`config.mk`:
```
export PLATFORM = sky130hd
export DESIGN_NAME = ball_motion_scheduler_flat
export DESIGN_NICKNAME = d
export VERILOG_FILES = /design/src/rtl/ball_motion_scheduler_if.sv /design/src/rtl/ball_motion_scheduler.sv /design/src/flat_wrapper.sv
export SDC_FILE = /design/constraint.sdc
export NUM_CORES = 1
export LEC_CHECK = 0
export ABC_AREA = 1
export ABC_CLOCK_PERIOD_IN_PS = 4600
export BUFFER_PORTS_ARGS = -buffer_cell sky130_fd_sc_hd__clkbuf_2
export CAP_MARGIN = 20
export CORE_ASPECT_RATIO = 1.2
export CORE_MARGIN = 4
export CORE_UTILIZATION = 40
export DETAILED_ROUTE_END_ITERATION = 6
export HOLD_SLACK_MARGIN = 0.1
export PLACE_DENSITY = 0.66
export SETUP_SLACK_MARGIN = 0.2
export SLEW_MARGIN = 0
export SYNTH_ARGS = -nofsm -noshare
export SYNTH_HDL_FRONTEND = slang
export SYNTH_SLANG_ARGS = --single-unit
```
`constraint.sdc`:
```
create_clock -name clk -period 4.6 [get_ports clk]
set_clock_uncertainty 0.2 [all_clocks]
set_input_delay 0.23 -clock clk [delete_from_list [all_inputs] [get_ports clk]]
set_output_delay 0.23 -clock clk [all_outputs]
set_load 0.02 [all_outputs]
```
`src/rtl/ball_motion_scheduler_if.sv`:
```
// Position-update handshake between the motion scheduler and the
// shared datapath: one ball index per req/ack transaction.
interface ball_motion_scheduler_if #(
    parameter int IDX_W = 2
);
    logic             upd_req;
    logic [IDX_W-1:0] upd_sel;
    logic             upd_ack;

    modport master (
        output upd_req,
        output upd_sel,
        input  upd_ack
    );

    modport slave (
        input  upd_req,
        input  upd_sel,
        output upd_ack
    );
endinterface

```
`src/rtl/ball_motion_scheduler.sv`:
```
// Per-frame motion sequencer: cue shot gating, round-robin position-update
// scan of every ball, and table-at-rest detection with a long rest hold.
module ball_motion_scheduler #(
    parameter int NUM_BALLS   = 4,
    parameter int IDX_W       = 2,
    parameter int REST_FRAMES = 3,
    parameter int HOLD_CYCLES = 64,
    parameter int ACK_TIMEOUT = 255
) (
    input  logic                    clk,
    input  logic                    reset,
    input  logic                    frame_tick,
    input  logic                    cue_fire,
    input  logic [NUM_BALLS-1:0]    done_fric,
    ball_motion_scheduler_if.master upd,
    output logic                    cue_hit,
    output logic                    done_fric_all,
    output logic                    shot_ready,
    output logic                    overrun,
    output logic                    ack_err
);
    localparam int TMO_W  = $clog2(ACK_TIMEOUT + 1);
    localparam int REST_W = $clog2(REST_FRAMES + 1);
    localparam int HOLD_W = $clog2(HOLD_CYCLES);

    localparam logic [IDX_W-1:0]  LAST_IDX  = IDX_W'(NUM_BALLS - 1);
    localparam logic [TMO_W-1:0]  TMO_MAX   = TMO_W'(ACK_TIMEOUT);
    localparam logic [REST_W-1:0] REST_MAX  = REST_W'(REST_FRAMES);
    localparam logic [HOLD_W-1:0] HOLD_LAST = HOLD_W'(HOLD_CYCLES - 1);

    typedef enum logic [2:0] {
        S_READY,
        S_SHOT,
        S_WAIT,
        S_SCAN,
        S_CHECK,
        S_HOLD
    } state_e;

    state_e            state_q, state_d;
    logic [IDX_W-1:0]  idx_q, idx_d;
    logic [TMO_W-1:0]  tmo_q, tmo_d, tmo_nxt;
    logic [REST_W-1:0] rest_q, rest_d, rest_nxt;
    logic [HOLD_W-1:0] hold_q, hold_d;
    logic              upd_req_q, upd_req_d;
    logic              cue_hit_q, cue_hit_d;
    logic              dfa_q, dfa_d;
    logic              shot_ready_q, shot_ready_d;
    logic              overrun_q, overrun_d;
    logic              ack_err_q, ack_err_d;

    always_comb begin
        state_d   = state_q;
        idx_d     = idx_q;
        tmo_d     = tmo_q;
        rest_d    = rest_q;
        hold_d    = hold_q;
        upd_req_d = 1'b0;
        cue_hit_d = 1'b0;
        dfa_d     = 1'b0;
        ack_err_d = ack_err_q;
        overrun_d = overrun_q
                  | (frame_tick & ((state_q == S_SCAN) | (state_q == S_CHECK)));
        tmo_nxt   = tmo_q + 1'b1;
        rest_nxt  = (rest_q == REST_MAX) ? rest_q : rest_q + 1'b1;

        unique case (state_q)
            S_READY: begin
                if (cue_fire) begin
                    state_d   = S_SHOT;
                    cue_hit_d = 1'b1;
                end
            end
            S_SHOT: begin
                state_d = S_WAIT;
                rest_d  = '0;
            end
            S_WAIT: begin
                if (frame_tick) begin
                    state_d   = S_SCAN;
                    idx_d     = '0;
                    tmo_d     = '0;
                    upd_req_d = 1'b1;
                end
            end
            S_SCAN: begin
                // req low here is the mandatory gap before the next ball
                if (!upd_req_q) begin
                    upd_req_d = 1'b1;
                    tmo_d     = '0;
                end else if (upd.upd_ack || (tmo_nxt == TMO_MAX)) begin
                    ack_err_d = ack_err_q | ~upd.upd_ack;
                    tmo_d     = upd.upd_ack ? '0 : TMO_MAX;
                    if (idx_q == LAST_IDX) begin
                        state_d = S_CHECK;
                    end else begin
                        idx_d = idx_q + 1'b1;
                    end
                end else begin
                    upd_req_d = 1'b1;
                    tmo_d     = tmo_nxt;
                end
            end
            S_CHECK: begin
                if (&done_fric) begin
                    rest_d = rest_nxt;
                    if (rest_nxt == REST_MAX) begin
                        state_d = S_HOLD;
                        hold_d  = '0;
                        dfa_d   = 1'b1;
                    end else begin
                        state_d = S_WAIT;
                    end
                end else begin
                    rest_d  = '0;
                    state_d = S_WAIT;
                end
            end
            S_HOLD: begin
                if (hold_q == HOLD_LAST) begin
                    state_d = S_READY;
                end else begin
                    hold_d = hold_q + 1'b1;
                    dfa_d  = 1'b1;
                end
            end
            default: begin
                state_d = S_READY;
            end
        endcase

        shot_ready_d = (state_d == S_READY);
    end

    always_ff @(posedge clk) begin
        if (reset) begin
            state_q      <= S_READY;
            idx_q        <= '0;
            tmo_q        <= '0;
            rest_q       <= '0;
            hold_q       <= '0;
            upd_req_q    <= 1'b0;
            cue_hit_q    <= 1'b0;
            dfa_q        <= 1'b0;
            shot_ready_q <= 1'b1;
            overrun_q    <= 1'b0;
            ack_err_q    <= 1'b0;
        end else begin
            state_q      <= state_d;
            idx_q        <= idx_d;
            tmo_q        <= tmo_d;
            rest_q       <= rest_d;
            hold_q       <= hold_d;
            upd_req_q    <= upd_req_d;
            cue_hit_q    <= cue_hit_d;
            dfa_q        <= dfa_d;
            shot_ready_q <= shot_ready_d;
            overrun_q    <= overrun_d;
            ack_err_q    <= ack_err_d;
        end
    end

    assign upd.upd_req   = upd_req_q;
    assign upd.upd_sel   = idx_q;
    assign cue_hit       = cue_hit_q;
    assign done_fric_all = dfa_q;
    assign shot_ready    = shot_ready_q;
    assign overrun       = overrun_q;
    assign ack_err       = ack_err_q;
endmodule
```
`src/flat_wrapper.sv`:
```
// flat-port wrapper written by rule: the top's interface ports become plain ports
module ball_motion_scheduler_flat 
#(
    parameter int NUM_BALLS   = 4,
    parameter int IDX_W       = 2,
    parameter int REST_FRAMES = 3,
    parameter int HOLD_CYCLES = 64,
    parameter int ACK_TIMEOUT = 255
)
  (clk, reset, frame_tick, cue_fire, done_fric, cue_hit, done_fric_all, shot_ready, overrun, ack_err, upd_upd_req, upd_upd_sel, upd_upd_ack);
  ball_motion_scheduler_if #(.IDX_W(IDX_W)) upd_i ();
  input  logic clk;
  input  logic reset;
  input  logic frame_tick;
  input  logic cue_fire;
  input  logic [NUM_BALLS-1:0] done_fric;
  output logic cue_hit;
  output logic done_fric_all;
  output logic shot_ready;
  output logic overrun;
  output logic ack_err;
  output wire logic [$bits(upd_i.upd_req)-1:0] upd_upd_req;
  output wire logic [$bits(upd_i.upd_sel)-1:0] upd_upd_sel;
  input wire logic [$bits(upd_i.upd_ack)-1:0] upd_upd_ack;
  assign upd_upd_req = upd_i.upd_req;
  assign upd_upd_sel = upd_i.upd_sel;
  assign upd_i.upd_ack = upd_upd_ack;
  ball_motion_scheduler #(.NUM_BALLS(NUM_BALLS), .IDX_W(IDX_W), .REST_FRAMES(REST_FRAMES), .HOLD_CYCLES(HOLD_CYCLES), .ACK_TIMEOUT(ACK_TIMEOUT)) u_core (.clk(clk), .reset(reset), .frame_tick(frame_tick), .cue_fire(cue_fire), .done_fric(done_fric), .upd(upd_i), .cue_hit(cue_hit), .done_fric_all(done_fric_all), .shot_ready(shot_ready), .overrun(overrun), .ack_err(ack_err));
endmodule
```
Word-level counts from Yosys, hierarchy flattened. Index checks and enable logic that the tools add are counted.

Register bits after elaboration: 27. Output and inout bits: 8. Input bits: 9.

Multiplexer cells: 35. Equality and inequality tests: 17. Reduce and logical (&&, ||, !) cells: 12. Bitwise operators: 6. $add $sub $neg: 4.

Operators by type and width (count): two-way mux 8 bit (4); two-way mux 3 bit (8); two-way mux 6 bit (3); one-hot mux 3 bit (6 select lines) (1); one-hot mux 8 bit (2 select lines) (1); two-way mux 2 bit (6); inequality test 2 bit (second input constant) (6); one-hot mux 6 bit (2 select lines) (1); adder 8 x 1 -> 8 bit (second input constant) (1); equality test 8 bit (second input constant) (1); one-hot mux 2 bit (2 select lines) (2); AND reduction 4 bit (2); two-way mux 1 bit (7); adder 6 x 1 -> 6 bit (second input constant) (1); equality test 2 bit (second input constant) (3); equality test 3 x 2 -> 1 bit (second input constant) (2); equality test 3 bit (second input constant) (2); equality test 6 bit (second input constant) (1); zero test 3 bit (2); nonzero test 2 bit (3); AND reduction 5 bit (1); adder 2 x 1 -> 2 bit (second input constant) (2); one-hot mux 1 bit (2 select lines) (2); equality test 3 x 1 -> 1 bit (second input constant) (1); other kinds (8) (11).

Longest topological paths before layout. Gate-level depths: netlist of the first run.

Depth after elaboration: 7. Depth in mapped cells: 15. Mapped depth without buffers: 15.

Worst setup path after synthesis of the first run. OpenSTA, ideal clock, no wires.

Path kind: register to register. Start: register u_core.tmo_q[0]. End: register u_core.idx_q[1], in the netlist u_core.upd.upd_sel[1]. Slack: 2.795 ns. Required time: 4.272 ns. Stages on the path, launching flop included: 15. Arrival time: 1.478 ns. Path through: dfxtp_1 ha_1 nand2_1 inv_1 nand3_1 nand2_2 nand2_2 nor2_4 nand2_4 nand2_4 nand2_2 nand2_4 nand3_1 nand2_1 nor2_1.

Cells in the longest elaborated chain, start to end: 5.

Ends and longest elaborated chain: from (decl) (RTL line ball_motion_scheduler.sv:42) `logic [TMO_W-1:0] tmo_q, tmo_d, tmo_nxt;`; from (signal assigned) (RTL line ball_motion_scheduler.sv:151) `tmo_q <= tmo_d;`; adder 8 x 1 -> 8 bit (RTL line ball_motion_scheduler.sv:64) `tmo_nxt = tmo_q + 1'b1;`; equality test 8 bit (RTL line ball_motion_scheduler.sv:91) `end else if (upd.upd_ack || (tmo_nxt == TMO_MAX)) begin`; logical OR 1 bit (RTL line ball_motion_scheduler.sv:91); inequality test 2 bit (no source line); AND reduction 5 bit (no source line); to (signal assigned) (RTL line ball_motion_scheduler.sv:150) `idx_q <= idx_d;`; to (decl) (RTL line ball_motion_scheduler.sv:41) `logic [IDX_W-1:0] idx_q, idx_d;`.

Every way passes these cells. A chain may end at the register's enable or synchronous reset.

Worst setup path in the final report of the first run. Same ends and word-level chain as after synthesis.

==> results of run 1 <==
==> state kept, by name, summed over array words and instances, names as in the netlist <==
name	count
u_core.done_fric_all	1
u_core.overrun	1
u_core.hold_q	6
u_core.shot_ready	1
u_core.rest_q	2
u_core.ack_err	1
u_core.upd.upd_req	1
u_core.upd.upd_sel	2
u_core.state_q	3
u_core.cue_hit	1
u_core.tmo_q	8
==> cells in the final DEF, fill, tap and decap left out, drive strengths merged <==
cell / n
nand2: 60
inv: 36
dfxtp: 27
nand3: 22
a21oi: 21
clkbuf: 19
nor2: 19
nor3: 7
o21ai: 6
nand4: 5
ha: 4
clkinv: 2
dlygate4sd3: 2
o211ai: 1
o21bai: 1
a211oi: 1
nand3b: 1
xnor2: 1
or2: 1
clkinvlp: 1
==> how the worst min path moves through the flow <==
stage / start / endpoint / slack, ns / depth (start not counted)
final: upd_upd_ack / u_core.tmo_q[2] / 0.11 / 4
after global routing: upd_upd_ack / u_core.tmo_q[7] / 0.13 / 4
after CTS: upd_upd_ack / u_core.tmo_q[2] / 0.11 / 4
after detailed placement: u_core.ack_err / u_core.ack_err / 0.25 / 2
after global placement: u_core.overrun / u_core.overrun / 0.24 / 2
after floorplan: reset / u_core.hold_q[0] / 0.11 / 1
==> stage by stage <==
step           instances  hold WS (ns)  instance area (um^2)  worst slack (ns)  utilization (%)
2_1_floorplan        217        0.1085                  1495             2.795                -
3_3_place_gp         283        0.2441                  1633             2.690            44.94
3_5_place_dp         283        0.2496                  1633             2.649            44.94
4_1_cts              289        0.1117                  1702             2.632            46.83
5_1_grt              289        0.1304                  1702             2.405            46.83
6_report             289        0.1098                  1702             2.630            46.83
==> power breakdown <==
part | switching (mW) | internal (mW) | leakage, nW | total [mW]
Clock | 0.0765 | 0.0614 | 0.0217 | 0.138
Combinational | 0.123 | 0.0609 | 0.509 | 0.184
Sequential | 0.0178 | 0.257 | 0.219 | 0.275
==> worst register-to-register path: stages, from the launching register on <==
cell     delay [ns]
dfxtp_1        0.43
ha_1           0.24
inv_1          0.05
nand2_1        0.06
nand2_1        0.06
nor2_1         0.09
nand3_1        0.13
nor2_4         0.13
nand2_4        0.08
nand2_4        0.08
nand2_2        0.06
nand2_4        0.08
nand3_1        0.06
nand2_1        0.06
nor2_1         0.03
==> layer usage <==
metal | GRT usage, % | wire [um] | share of wire, %
met1 | 17.51 | 1405 | 48
met2 | 23.88 | 1393 | 48
met3 | 1.940 | 75 | 2.6
met4 | 5.036 | 27 | 0.93
met5 | 0 | 0 | 0
==> cell families (layout without fill, tap and decap cells) <==
group | after synthesis | after routing
AO/OA/AOI/OAI | 30 | 30
XOR/XNOR | 1 | 1
adder cells (fa/ha/maj) | 4 | 4
flip-flops | 27 | 27
AND/OR/NAND/NOR | 115 | 115
buffers and inverters | 40 | 60
==> cell type report <==
type                            count  area [um^2]
Fill cell                         385         1932
Clock inverter                      1        7.507
Sequential cell                    27        540.5
Timing Repair Buffer               18        100.1
Clock buffer                        3        41.29
Inverter                           38        142.6
Multi-Input combinational cell    150        804.5
Tap cell                           52        65.06
==> out/metrics.cfg, run 1 <==
[clock_tree]
postCtsResizedCells = 0
cts_inserted_buffers = 3
post_cts_buffers = 0
clk_transition_reported_paths_ns = 0.10
cts_root_buf = clkbuf_8
clock_tree_buf_depth = 2
tritoncts_num_sinks = 27
postCtsHoldBufs = 2
htree_num_levels = 1
clock_latency_ns = 0.27
tritoncts = done

[yosys]
asyncSetResetFlopFracSynth_pct = 0
yosysMostFrequentCell = nand2_1
synth_fa_ha_area_share_pct = 3.347
yosysSeqAreaShare_pct = 36.15
synthesized_area_divided_by_synthesized_cell_count_um2 = 6.890
netlist_top_cells_count = nand2_1, inv_1, dfxtp_1
synthTopCellsByArea = dfxtp_1, nand2_1, a21oi_1, inv_1, nand3_1
synth_top_family_by_area = simple AND/OR/NAND/NOR gates
yosys.area_share.xor_xnor_pct = 0.5858
synthesis.yosys.warnings = 0
synth.largest_area_cell = dfxtp_1
synth_edf_count = 0
yosys.area_share.simple_pct = 39.08
synthDominantCellAreaShare_pct = 36.15
synth_cells = 217
synth.cell_area_um2 = 1495
yosys_register_bits = 27
synthMuxAreaShare_pct = 0
syn_nets = 230
synth.lib_cells_used.distinct = 28
dominantRegCellSynth = dfxtp_1
synth-compound-area-share_pct = 10.79

[setup_path]
critical_path_depth = 14
max_stage_delay_ns = 0.43
regToRegSetupSlack_ns = 2.63
worstPathBufferInverterCount = 1
crit_type = reg2reg
worstRegToRegCells = 14
critical_path.reg2reg.endpoint = u_core.upd.upd_sel[1]
critical-path-slowest-cell = dfxtp_1
critical_path.reg2reg.startpoint = u_core.tmo_q[0]
path_cells = ha_1, inv_1, nand2_1, nand2_1, nor2_1, nand3_1, nor2_4, nand2_4, nand2_4, nand2_2, nand2_4, nand3_1, nand2_1, nor2_1
cpLargestDelayFamily = simple AND/OR/NAND/NOR gates
cp-startpoint = u_core.tmo_q[0]
critPathLaunchType = register
crit_fanout = 6
critical_path_arrival_ns = 1.92
cp-end-kind = register
worst_setup_path_endpoint = u_core.upd.upd_sel[1]
worst_ep_required_time_ns = 4.55

[sta]
worst_slew_margin_rel_pct = 69.49
hold_viol_final = 0
timing.final.crit_period_ns = 1.970
max_slew.worst_pin.slew_ns = 0.4576
totalNegativeSetupSlack_ns = 0
finalMaxSlewViolations = 0
post-route-period-util_pct = 42.82
rsz_0062_raised_after_global_routing = no
timing.final.setup_violations = 0
fmax_mhz = 507.6

[global_routing]
total_congestion_overflow = 0
grt_max_degree = 23
grt_first_pass_wirelength_mm = 5.333
grt_use_total_pct = 13.77
first_global_vias = 1263
number_of_antenna_violations_at_the_first_check_in_global_routing = 0

[min_path]
hp-class = in2reg

[power_and_ir_drop]
power_leakage_nw = 0.7496
finalPower_uw = 597.1
power.density_nw_per_um2 = 350.9
vdd_ir_drop_max_v = 0.0001702

[floorplan]
die-width_um = 63.81
die-area_um2 = 4784
initial_core_utilization_pct = 41.15
die_height_um = 74.98
std_cell_rows = 24
io_pins = 17
core_area_um2 = 3633

[cells_and_area]
num-nets-final = 251
final_layout_size_suffix_gt1_share_pct = 19.83
layout-area-overhead-vs-synth_pct = 13.81
insertedDiodeCount = 0

[detailed_routing]
dr.pass1.iters = 4
num_vias = 1356
drtAntennaViolNets = 0
detail_route.vias_per_cell = 4.692
route.final.wire_length_mm = 2.903
wl_per_cell_um = 10.04
post-route-drc-count = 0
detail_route.iter0.violations = 43

[run_status]
run_status = finished, final reports clean

[place]
gp_routability_congestion = 0.7499
dp.final_hpwl_mm = 2.245
place.port_buffers = 16

[job]
maxCapViolCount = 0

No activity file was read; power rests on OpenSTA's default activity.
==> inputs of run 2 (changes only) <==
Settings changed: ABC_CLOCK_PERIOD_IN_PS 4600 to 2000.
Clock period 4.6 ns to 2 ns, I/O delays scaled along.
==> run 2 against run 1 <==
- core utilization up 6.6 points
- maximum frequency up 4.7%
- wire length up 11%
==> out/metrics.cfg, run 2 (synthesized netlist as in run 1, its figures left out) <==
[cells_and_area]
commonest_cells_after_routing_fill_and_taps_aside = nand2_1, inv_1, a21oi_1, nand3_1, dfxtp_1  ; was nand2_1, inv_1, dfxtp_1, nand3_1, a21oi_1
num-fill-cells = 358  ; was 385
num-nets-final = 274  ; was 251
max_flop_register = u_core.tmo_q  ; unchanged
final_layout_size_suffix_gt1_share_pct = 30.38  ; was 19.83%
layout.cells.most_common = nand2_1  ; unchanged
layout-area-overhead-vs-synth_pct = 29.87  ; was 13.81%
layout_top_registers = u_core.tmo_q (8), u_core.hold_q (6), u_core.state_q (3)  ; unchanged
largest_register_ffs = 8  ; unchanged
insertedDiodeCount = 0  ; unchanged

[detailed_routing]
drtAntennaViolNets = 0  ; unchanged
num_vias = 1457  ; was 1,356
route.final.wire_length_mm = 3.231  ; was 2.903 mm
dr.pass1.iters = 4  ; unchanged
detail_route.iter0.violations = 80  ; was 43
wl_per_cell_um = 10.36  ; was 10.04 um
post-route-drc-count = 0  ; unchanged
detail_route.vias_per_cell = 4.670  ; was 4.692

[run_status]
run_status = finished, final reports clean  ; unchanged

[min_path]
hp-class = in2reg  ; unchanged

[floorplan]
std_cell_rows = 24  ; unchanged
core_area_um2 = 3633  ; unchanged
die_height_um = 74.98  ; unchanged
initial_core_utilization_pct = 41.15  ; unchanged
die-area_um2 = 4784  ; unchanged
die-width_um = 63.81  ; unchanged
io_pins = 17  ; unchanged

[place]
place.port_buffers = 16  ; unchanged
dp.final_hpwl_mm = 2.322  ; was 2.245 mm
gp_routability_congestion = 0.7703  ; was 0.7499

[sta]
worst_slew_margin_rel_pct = 69.34  ; was 69.49%
rsz_0062_raised_after_global_routing = yes  ; was no
post-route-period-util_pct = 94.08  ; was 42.82%
hold_viol_final = 0  ; unchanged
fmax_mhz = 531.4  ; was 507.6 MHz
max_slew.worst_pin.slew_ns = 0.4598  ; was 0.4576 ns
totalNegativeSetupSlack_ns = 0  ; unchanged
timing.final.crit_period_ns = 1.882  ; was 1.970 ns
timing.final.setup_violations = 0  ; unchanged
finalMaxSlewViolations = 0  ; unchanged

[setup_path]
crit_fanout = 4  ; was 6
crit_type = reg2reg  ; unchanged
critPathLaunchType = register  ; unchanged
worst_ep_required_time_ns = 1.96  ; was 4.55 ns
critical_path_arrival_ns = 1.84  ; was 1.92 ns
cp-end-kind = register  ; unchanged

[power_and_ir_drop]
power_leakage_nw = 0.8703  ; was 0.7496 nW
power.density_nw_per_um2 = 729.8  ; was 350.9 nW/um^2
finalPower_mw = 1.417  ; was 597.1 uW
vdd_ir_drop_max_v = 0.0005147  ; was 0.0001702 V

[clock_tree]
clock_tree_buf_depth = 2  ; unchanged
tritoncts = done  ; unchanged
cts_root_buf = clkbuf_8  ; unchanged
htree_num_levels = 1  ; unchanged
cts_inserted_buffers = 3  ; unchanged
clk_transition_reported_paths_ns = 0.10  ; about the same
clock_latency_ns = 0.28  ; was 0.27 ns
tritoncts_num_sinks = 27  ; unchanged

[global_routing]
grt_use_total_pct = 14.38  ; was 13.77%
grt_first_pass_wirelength_mm = 5.526  ; was 5.333 mm
first_global_vias = 1346  ; was 1,263
number_of_antenna_violations_at_the_first_check_in_global_routing = 0  ; unchanged
total_congestion_overflow = 0  ; unchanged
grt_max_degree = 23  ; unchanged

[job]
maxCapViolCount = 0  ; unchanged

run 2: final timing paths:
path,from,end,slack (ns),cells after the start
max,u_core.tmo_q[0],u_core.upd.upd_sel[1],0.12,13
min,reset,u_core.tmo_q[3],0.10,2
max reg2reg,u_core.tmo_q[0],u_core.upd.upd_sel[1],0.12,13
min reg2reg,u_core.overrun,u_core.overrun,0.26,2
run 2: area by class of cell:
cell class              count  area (um^2)  share of cell area (%)
clock inverters             1        5.005                  0.2577
multi-input cells         150        842.1                   43.36
clock buffers               3        41.29                   2.126
inverters                  38        145.1                   7.474
well taps                  52        65.06                   3.351
flip-flops and latches     27        551.8                   28.41
repair buffers             41        291.5                   15.01
run 2: metal layers:
metal | share of wire, % | GRT usage, % | vias up | wire length (um)
li1 | - | - | 777 | -
met4 | 1.5 | 5.036 | 0 | 50
met2 | 51 | 26.52 | 26 | 1635
met1 | 45 | 17.26 | 649 | 1452
met5 | 0 | 0 | - | 0
met3 | 2.9 | 1.791 | 5 | 93
run 2: worst max-delay path, cell delays in order, from the launching register on:
cell	delay, ns
dfxtp_4	0.37
ha_4	0.18
nand2_2	0.08
nand2_1	0.09
nor2_1	0.14
nand3_1	0.13
nor2_4	0.13
nand2_4	0.08
nand2_4	0.07
nand2_2	0.06
nand2_4	0.08
nand3_1	0.06
nand2_1	0.07
nor2_1	0.03
run 2: timing repair:
action                     CTS  global route
buffers inserted             6             8
hold buffers                 8             0
pin swaps                    5             8
resized for setup            7            12
setup endpoints to repair    8            21
cloned                       0             0
hold endpoints to repair    14             0
run 2: where the power goes:
group | leakage, nW | switching, mW | internal [mW] | total [mW]
logic | 0.622 | 0.300 | 0.173 | 0.473
clock network | 0.0255 | 0.171 | 0.140 | 0.311
registers | 0.222 | 0.0407 | 0.593 | 0.634
total | 0.870 | 0.512 | 0.905 | 1.42
run 2: stage by stage:
stage,hold WS (ns),utilization [%],area [um^2],std cells,worst slack [ns]
after floorplan,-0.02153,-,1499,217,0.2099
after global placement,0.2010,45.66,1659,286,0.1115
after detailed placement,0.2065,45.66,1659,286,0.09277
after CTS,0.1142,51.03,1854,304,0.1977
after global routing,0.1451,53.44,1942,312,-0.02066
final,0.1025,53.44,1942,312,0.1183
==> inputs of run 3 (changes only) <==
Settings changed: GPL_TIMING_DRIVEN set to 0, MAX_ROUTING_LAYER set to met4.
==> run 3 against run 2 <==
- global-route usage increased by 1.8 points
- critical path depth is 2 higher
- hold slack better by 0.078 ns
- register-to-register slack better by 0.09 ns
- wire length is 5.3% higher
- combinational power rose by 7.8%
- setup slack improved by 0.091 ns
- sequential share of layout area decreased by 1.1 points
- non-clock buffer count increased by 2
- critical endpoint unchanged
- largest cell class unchanged
==> out/metrics.cfg, run 3 (synthesized netlist as in run 1, its figures left out) <==
[setup_path]
cp-end-kind = register  ; unchanged
critical_path.reg2reg.startpoint = u_core.tmo_q[0]  ; unchanged
crit_fanout = 5  ; was 4
cp-startpoint = u_core.tmo_q[0]  ; unchanged
critPathLaunchType = register  ; unchanged
worst_ep_required_time_ns = 2.01  ; was 1.96 ns
regToRegSetupSlack_ns = 0.21  ; was 0.12 ns
critical_path_arrival_ns = 1.80  ; was 1.84 ns
crit_type = reg2reg  ; unchanged
critical_path.reg2reg.endpoint = u_core.upd.upd_sel[1]  ; unchanged
worstRegToRegCells = 15  ; was 13

[sta]
totalNegativeSetupSlack_ns = 0  ; unchanged
finalMaxSlewViolations = 0  ; unchanged
timing.final.crit_period_ns = 1.791  ; was 1.882 ns
rsz_0062_raised_after_global_routing = yes  ; unchanged
fmax_mhz = 558.4  ; was 531.4 MHz
timing.final.setup_violations = 0  ; unchanged
max_slew.worst_pin.slew_ns = 0.4826  ; was 0.4598 ns
hold_viol_final = 0  ; unchanged
post-route-period-util_pct = 89.54  ; was 94.08%
worst_slew_margin_rel_pct = 67.83  ; was 69.34%

[cells_and_area]
layout.cells.most_common = nand2_1  ; unchanged
num-nets-final = 276  ; was 274
footprint_of_the_multi_input_gates_um2 = 918.4  ; was 842.1 um^2
max_flop_register = u_core.tmo_q  ; unchanged
regArea_um2 = 554.3  ; was 551.8 um^2
num-fill-cells = 359  ; was 358
final-instance-count-excl-fill = 314  ; was 312
commonest_cells_after_routing_fill_and_taps_aside = nand2_1, inv_1, a21oi_1, dfxtp_1, nand3_1  ; was nand2_1, inv_1, a21oi_1, nand3_1, dfxtp_1
insertedDiodeCount = 0  ; unchanged
final_layout_size_suffix_gt1_share_pct = 35.11  ; was 30.38%
layout-area-overhead-vs-synth_pct = 35.73  ; was 29.87%
largest_register_ffs = 8  ; unchanged
layout_top_registers = u_core.tmo_q (8), u_core.hold_q (6), u_core.state_q (3)  ; unchanged

[power_and_ir_drop]
p_sw_share_pct = 36.72  ; was 36.11%
p_seq_share_pct = 43.9  ; was 44.7%
p_sw_uw = 533.9  ; was 511.7 uW
combinational_cell_fraction_of_total_power_pct = 35.1  ; was 33.3%
internal_power_contribution_uw = 920.0  ; was 905.5 uW
finalPower_mw = 1.454  ; was 1.417 mW
pwr-share-clk_pct = 21.0  ; was 21.9%
power.density_nw_per_um2 = 716.4  ; was 729.8 nW/um^2
power_leakage_nw = 0.9054  ; was 0.8703 nW
vdd_ir_drop_max_v = 0.0003920  ; was 0.0005147 V

[detailed_routing]
wl_per_cell_um = 10.84  ; was 10.36 um
post-route-drc-count = 0  ; unchanged
dr.pass1.iters = 5  ; was 4
route.final.wire_length_mm = 3.403  ; was 3.231 mm
num_vias = 1505  ; was 1,457
detail_route.vias_per_cell = 4.793  ; was 4.670
detail_route.iter0.violations = 71  ; was 80
drtAntennaViolNets = 0  ; unchanged

[place]
dp.final_hpwl_mm = 2.301  ; was 2.322 mm
placed_cells = 285  ; was 286
gp_routability_congestion = 0.8077  ; was 0.7703
place.port_buffers = 16  ; unchanged

[clock_tree]
clk_transition_reported_paths_ns = 0.10  ; about the same
clock_latency_ns = 0.27  ; was 0.28 ns
cts_inserted_buffers = 3  ; unchanged
htree_num_levels = 1  ; unchanged
tritoncts_num_sinks = 27  ; unchanged
clock_tree_buf_depth = 2  ; unchanged
cts_root_buf = clkbuf_8  ; unchanged
tritoncts = done  ; unchanged

[floorplan]
core_area_um2 = 3633  ; unchanged
io_pins = 17  ; unchanged
std_cell_rows = 24  ; unchanged
die-area_um2 = 4784  ; unchanged
die_height_um = 74.98  ; unchanged
initial_core_utilization_pct = 41.15  ; unchanged
die-width_um = 63.81  ; unchanged

[run_status]
run_status = finished, final reports clean  ; unchanged

[global_routing]
grt_first_pass_wirelength_mm = 6.134  ; was 5.526 mm
grt_use_total_pct = 16.14  ; was 14.38%
total_congestion_overflow = 0  ; unchanged
number_of_antenna_violations_at_the_first_check_in_global_routing = 0  ; unchanged
grt_max_degree = 16  ; was 23
first_global_vias = 1507  ; was 1,346

[job]
maxCapViolCount = 0  ; unchanged

[min_path]
holdPathEnd = u_core.state_q[0]  ; was u_core.tmo_q[3]
timing.hold.worst.start = upd_upd_ack  ; was reset
hp-class = in2reg  ; unchanged
min_path_cells = 6  ; was 2

-- run 3: changes by cell type in the layout (fill, tap and decap cells not counted), sizes merged --
cell / delta
buf: -2
clkbuf: +2
clkinv: -1
dlygate4sd3: +2
inv: +1
-- run 3: timing repair --
item                                   4_1_cts  5_1_grt
buffers inserted                             8        7
gates resized for setup                     12       27
endpoints found under the hold margin       16        0
setup endpoints to repair                   11       22
pin swaps                                    5       12
hold buffers                                10        0
-- run 3: worst max-delay path: stages, from the launching register on --
cell     delay [ns]
dfxtp_4        0.39
ha_4           0.17
inv_2          0.03
nand2_1        0.06
nand2_2        0.06
nor2_2         0.09
nand3_2        0.09
nor2_4         0.12
nand2_4        0.08
nand2_4        0.08
nand2_4        0.05
nand2_4        0.08
nand2_4        0.05
nand2_2        0.06
nand2_2        0.04
nor2_1         0.07
-- run 3: power groups by stage --
stage,sequential [mW],clock [mW],combinational (mW)
after floorplan,0.682,0,0.287
after global placement,0.645,0,0.427
after detailed placement,0.644,0,0.433
after CTS,0.630,0.321,0.457
after global routing,0.647,0.343,0.575
final,0.638,0.305,0.510
-- run 3: stage by stage --
stage | cell area, um^2 | hold slack (ns) | setup WS, ns | util (%)
after detailed placement | 1644 | 0.1225 | 0.01364 | 45.25
after global routing | 2029 | 0.2216 | 0.07479 | 55.85
after CTS | 1889 | 0.1529 | 0.1858 | 52.00
after floorplan | 1499 | -0.02153 | 0.2099 | -
final | 2029 | 0.1805 | 0.2092 | 55.85
after global placement | 1644 | 0.1253 | 0.04679 | 45.25
-- run 3: worst max path at each step --
stage	endpoint	slack, ns	cells past startpoint
after floorplan	u_core.upd.upd_sel[1]	0.21	14
after global placement	u_core.shot_ready	0.05	14
after detailed placement	u_core.upd.upd_sel[1]	0.01	14
after CTS	u_core.upd.upd_sel[1]	0.19	14
after global routing	u_core.upd.upd_sel[1]	0.07	15
final	u_core.upd.upd_sel[1]	0.21	15
-- run 3: layer usage --
layer,wire [um],up-vias,global-route usage [%]
li1,-,783,-
met1,1469,691,18.07
met2,1790,25,30.20
met3,97,6,1.940
met4,45,0,4.556
met5,0,-,-
-- run 3: layout make-up --
class / instances / area share [%]
buffer: 2 / 0.3699
clock buffer: 3 / 2.035
clock inverter: 1 / 0.2466
inverter: 38 / 7.152
multi-input combinational: 150 / 45.25
sequential: 27 / 27.31
tap: 52 / 3.206
timing repair buffer: 41 / 14.43
